<file path="src/rtl/alu_result_fifo_if.sv">
// rtl/alu_result_fifo_if.sv - producer/consumer handshake bundle for alu_result_fifo
interface alu_result_fifo_if #(
  parameter int WIDTH = 16
);
  logic [WIDTH-1:0] in_data;
  logic             in_valid;
  logic             in_ready;
  logic [WIDTH-1:0] out_data;
  logic             out_valid;
  logic             out_ready;

  // master: the surrounding pipeline (mux producer plus writeback consumer)
  modport master (
    output in_data, in_valid, out_ready,
    input  in_ready, out_data, out_valid
  );

  modport slave (
    input  in_data, in_valid, out_ready,
    output in_ready, out_data, out_valid
  );
endinterface

</file>
<file path="src/rtl/alu_result_fifo.sv">
// rtl/alu_result_fifo.sv - FWFT result buffer behind the operand/result mux
// Optional sticky overflow/underflow flags: ALU_RESULT_FIFO_ERR_EN
module alu_result_fifo #(
  parameter int WIDTH = 16,
  parameter int DEPTH = 4,
  localparam int CNT_W = $clog2(DEPTH + 1)
) (
  input  logic                 clk,
  input  logic                 rst,
  input  logic                 flush,
  alu_result_fifo_if.slave     bus,
  output logic [CNT_W-1:0]     count,
  output logic                 full,
`ifdef ALU_RESULT_FIFO_ERR_EN
  output logic                 empty,
  output logic                 err_ovf,
  output logic                 err_unf
`else
  output logic                 empty
`endif
);
  localparam int PTR_W = $clog2(DEPTH);

  logic [WIDTH-1:0] mem [DEPTH];
  logic [PTR_W-1:0] wr_ptr;
  logic [PTR_W-1:0] rd_ptr;
  logic             push;
  logic             pop;

  assign full          = (count == CNT_W'(DEPTH));
  assign empty         = (count == '0);
  assign bus.in_ready  = !full;
  assign bus.out_valid = !empty;
  assign push          = bus.in_valid & bus.in_ready;
  assign pop           = bus.out_valid & bus.out_ready;
  // Head word is masked to zero while empty so stale memory never shows.
  assign bus.out_data  = empty ? '0 : mem[rd_ptr];

  always_ff @(posedge clk) begin
    if (rst || flush) begin
      wr_ptr <= '0;
      rd_ptr <= '0;
      count  <= '0;
    end else begin
      if (push) wr_ptr <= wr_ptr + PTR_W'(1);
      if (pop)  rd_ptr <= rd_ptr + PTR_W'(1);
      case ({push, pop})
        2'b10:   count <= count + CNT_W'(1);
        2'b01:   count <= count - CNT_W'(1);
        default: count <= count;
      endcase
    end
  end

  // Storage is deliberately left uncleared by reset/flush.
  always_ff @(posedge clk) begin
    if (!rst && !flush && push) mem[wr_ptr] <= bus.in_data;
  end

`ifdef ALU_RESULT_FIFO_ERR_EN
  always_ff @(posedge clk) begin
    if (rst || flush) begin
      err_ovf <= 1'b0;
      err_unf <= 1'b0;
    end else begin
      if (bus.in_valid && full)   err_ovf <= 1'b1;
      if (bus.out_ready && empty) err_unf <= 1'b1;
    end
  end
`endif
endmodule

</file>
<file path="src/flat_wrapper.sv">
// flat-port wrapper written by rule: the top's interface ports become plain ports
module alu_result_fifo_flat 
#(
  parameter int WIDTH = 16,
  parameter int DEPTH = 4,
  localparam int CNT_W = $clog2(DEPTH + 1)
)
  (clk, rst, flush, count, full, empty, bus_in_data, bus_in_valid, bus_out_ready, bus_in_ready, bus_out_data, bus_out_valid);
  alu_result_fifo_if #(.WIDTH(WIDTH)) bus_i ();
  input  logic clk;
  input  logic rst;
  input  logic flush;
  output logic [CNT_W-1:0] count;
  output logic full;
  output logic empty;
  input wire logic [$bits(bus_i.in_data)-1:0] bus_in_data;
  input wire logic [$bits(bus_i.in_valid)-1:0] bus_in_valid;
  input wire logic [$bits(bus_i.out_ready)-1:0] bus_out_ready;
  output wire logic [$bits(bus_i.in_ready)-1:0] bus_in_ready;
  output wire logic [$bits(bus_i.out_data)-1:0] bus_out_data;
  output wire logic [$bits(bus_i.out_valid)-1:0] bus_out_valid;
  assign bus_i.in_data = bus_in_data;
  assign bus_i.in_valid = bus_in_valid;
  assign bus_i.out_ready = bus_out_ready;
  assign bus_in_ready = bus_i.in_ready;
  assign bus_out_data = bus_i.out_data;
  assign bus_out_valid = bus_i.out_valid;
  alu_result_fifo #(.WIDTH(WIDTH), .DEPTH(DEPTH)) u_core (.clk(clk), .rst(rst), .flush(flush), .bus(bus_i), .count(count), .full(full), .empty(empty));
endmodule
</file>
<file path="config.mk">
export PLATFORM = sky130hd
export DESIGN_NAME = alu_result_fifo_flat
export DESIGN_NICKNAME = d
export VERILOG_FILES = /design/src/rtl/alu_result_fifo_if.sv /design/src/rtl/alu_result_fifo.sv /design/src/flat_wrapper.sv
export SDC_FILE = /design/constraint.sdc
export NUM_CORES = 1
export LEC_CHECK = 0
export ABC_AREA = 1
export BUFFER_PORTS_ARGS = -buffer_cell sky130_fd_sc_hd__clkbuf_2
export CAP_MARGIN = 20
export CORE_UTILIZATION = 60
export DETAILED_ROUTE_END_ITERATION = 12
export PLACE_DENSITY = 0.83
export SYNTH_ARGS = -nofsm -noshare
export SYNTH_HDL_FRONTEND = slang
export SYNTH_SLANG_ARGS = --single-unit
</file>
<file path="constraint.sdc">
create_clock -name clk -period 2.8 [get_ports clk]
set_input_delay 0.14 -clock clk [delete_from_list [all_inputs] [get_ports clk]]
set_output_delay 0.14 -clock clk [all_outputs]
set_load 0.01 [all_outputs]
</file>
==> flow_summary.toml <==
[run_status]
status = "finished clean"

[global_routing]
grt_first_pass_wirelength_mm = 8.76
grt_pass1_vias = 1873
grtUsageTotal_pct = 23.0
grt_max_degree = 33
grt_overflow = 0
antenna_found_initial = 0

[place]
hpwl_mm = 3.47
port_buffers = 43
gp_congestion = 0.814
dpl_worst_slack_ns = 0.969
postPlaceCellArea_um2 = 3290

[final_layout]
finalInstanceArea_um2 = 3500
drive_above_1_share_pct = 24.1
regArea_um2 = 2100
diodes = 0
area_growth_syn_to_layout_pct = 14.6
multi_input_area_um2 = 749
fin_nets = 342
fillers = 343

[clocking]
cts_tree = "yes"
cts_resized = 0
cts_num_sinks = 73
clk_pin_slew_ns = 0.08
cts_root_buf = "clkbuf_8"
ctsHoldBuffers = 0
ctsLongestPathBuffers = 2
cts_max_level = 3
numCtsBuffers = 9
clock_latency_ns = 0.34
post_cts_buffers = 0

[logic_synthesis]
syn_area_um2 = 3050
syn_avg_cell_area_um2 = 11.5
netlist_instances = 265
yosys.area.top_type_share_pct = 62.9
ys_ff_latch = 73
ys_async_sr_fraction_pct = 0
yosys.cell_types.count = 20
yosys.area.top_type = "edfxtp_1"
yosys-top-cells-count = "74 x nor2_1, 64 x edfxtp_1, 29 x o21ai_1, 21 x a21oi_1, 17 x inv_1"
synth_edf_count = 64
synth.most_common_cell = "nor2_1"
yosys-top-cells-area = "edfxtp_1 63%, nor2_1 9.1%, dfxtp_1 5.9%"
yosys_most_used_dff = "edfxtp_1"
ys_warn_count = 0
syn_nets = 292
seq_area_frac_synth_pct = 68.8

[critical_path]
reg2reg_setup_slack_ns = 0.89
worstPathArrival_ns = 1.99
r2r_start = "u_core.count[2]"
endpoint_kind = "output pin"
crit_end = "bus_out_data[14]"
crit_type = "flop to output pin"
ff2ff_path_depth = 13
worstPathRequired_ns = 2.66
r2r_end = "u_core.count[2]"
start_kind = "flop"
path_max_fanout = 18

[sta]
tns_ns = 0
worst_hold_slack_ns = 0.0113
setup_ws_ns = 0.671
finalClockSkew_ns = 0.00704
slew_viol_final = 0
report.final.setup_viol = 0
slew_headroom_pct = 60.2
worstMarginPinSlew_ns = 0.597
fin_crit_sh_pct = 76.1
hold_viol_final = 0
max_freq_mhz = 470
finalCriticalPeriod_ns = 2.13
rsz0062_at_grt = "false"

[floorplan]
fp.dieH_um = 73.3
row_count = 25
core_area_um2 = 4820
die-area_um2 = 5380
ioPinCount = 44
fp.dieW_um = 73.3
start_util_pct = 63.4

[detailed_routing]
antenna_left = 0
wl_mm = 5.71
routedWlPerCell_um = 14.8
firstDrtPassIters = 4
drt-initial-drc-count = 152
drcViolationCount = 0
via_per_inst = 5.14
vias = 1989

[power_and_ir_drop]
total_power_mw = 2.23
vdd_drop_max_uv = 408
leakage_nw = 1.36
p_per_area_nw_per_um2 = 636

[min_path]
holdCritPathClass = "input pin to flop"

[job]
maxCapViolations = 0
[layout make-up]
class / instances / share of cell area (%)
Multi-Input combinational cell: 159 / 21.4
Clock inverter: 7 / 2.43
Clock buffer: 9 / 3.54
Inverter: 22 / 2.50
Tap cell: 67 / 2.40
Timing Repair Buffer: 50 / 7.65
Sequential cell: 73 / 60.1
[per-layer routing]
layer	vias to the layer above	global-route usage (%)	share of wire (%)
li1	1000	-	-
met5	-	0	0
met4	0	9.62	1.1
met1	942	28.1	44
met2	41	39.6	52
met3	6	5.35	3.8
[registers in the layout, indices dropped and copies added (netlist names), named ones only]
name / flops
u_core.mem: 64
u_core.rd_ptr: 2
u_core.wr_ptr: 2
u_core.count: 3
[worst min path at each step]
| stage | from | endpoint | cells after the start | slack (ns) |
|---|---|---|---|---|
| floorplan | bus_in_data[0] | u_core.mem[0][0] | 0 | 0.24 |
| global placement | bus_in_data[3] | u_core.mem[1][3] | 1 | 0.36 |
| detailed placement | bus_in_data[2] | u_core.mem[2][2] | 1 | 0.37 |
| CTS | bus_in_data[0] | u_core.mem[0][0] | 1 | 0.007 |
| global route | bus_in_data[0] | u_core.mem[2][0] | 1 | 0.006 |
| finish | bus_in_data[0] | u_core.mem[0][0] | 1 | 0.01 |
[cells in the final DEF, fill, tap and decap left out]
cell type / count
edfxtp_1: 64
a21oi_1: 21
nor2_2: 4
nor2_1: 74
clkinv_2: 5
nand2_2: 2
ha_1: 5
inv_6: 1
clkbuf_2: 43
nand3b_1: 1
o21ai_0: 5
inv_1: 17
nand2_1: 13
dfxtp_1: 9
o21ai_1: 29
fa_1: 1
nand3_1: 4
bufinv_16: 2
buf_4: 7
inv_2: 4
clkbuf_8: 9
[critical path: stages, from the launching register on]
cell and delay, ns:
dfxtp_1 0.70, buf_4 0.33, nor2_1 0.07, nor2_1 0.10
o21ai_1 0.08, a21oi_1 0.19, clkbuf_2 0.16
[report_power, final]
group          internal (mW)  total [mW]  leakage, nW  switching (mW)
combinational         0.0541       0.155        0.601           0.100
clock                  0.493       0.864        0.113           0.371
sequential              1.20        1.21        0.651         0.00918
[through the flow]
stage	util, %	instances
6_report	72.6	387
5_1_grt	72.6	387
4_1_cts	72.6	387
3_5_place_dp	68.3	371
3_3_place_gp	68.3	371
2_1_floorplan	-	265
[cells by family (layout without fill, tap and decap cells)]
group                      after synthesis  after routing  share of synthesized area [%]
AOI/OAI and AO/OA                       55             55                           9.01
adders and majority gates                6              6                           2.70
buffers and inverters                   33             88                           6.64
DFF                                     73             73                           68.8
and+or+nand+nor                         98             98                           12.8
Note: power is estimated with default switching activity, not from simulation.
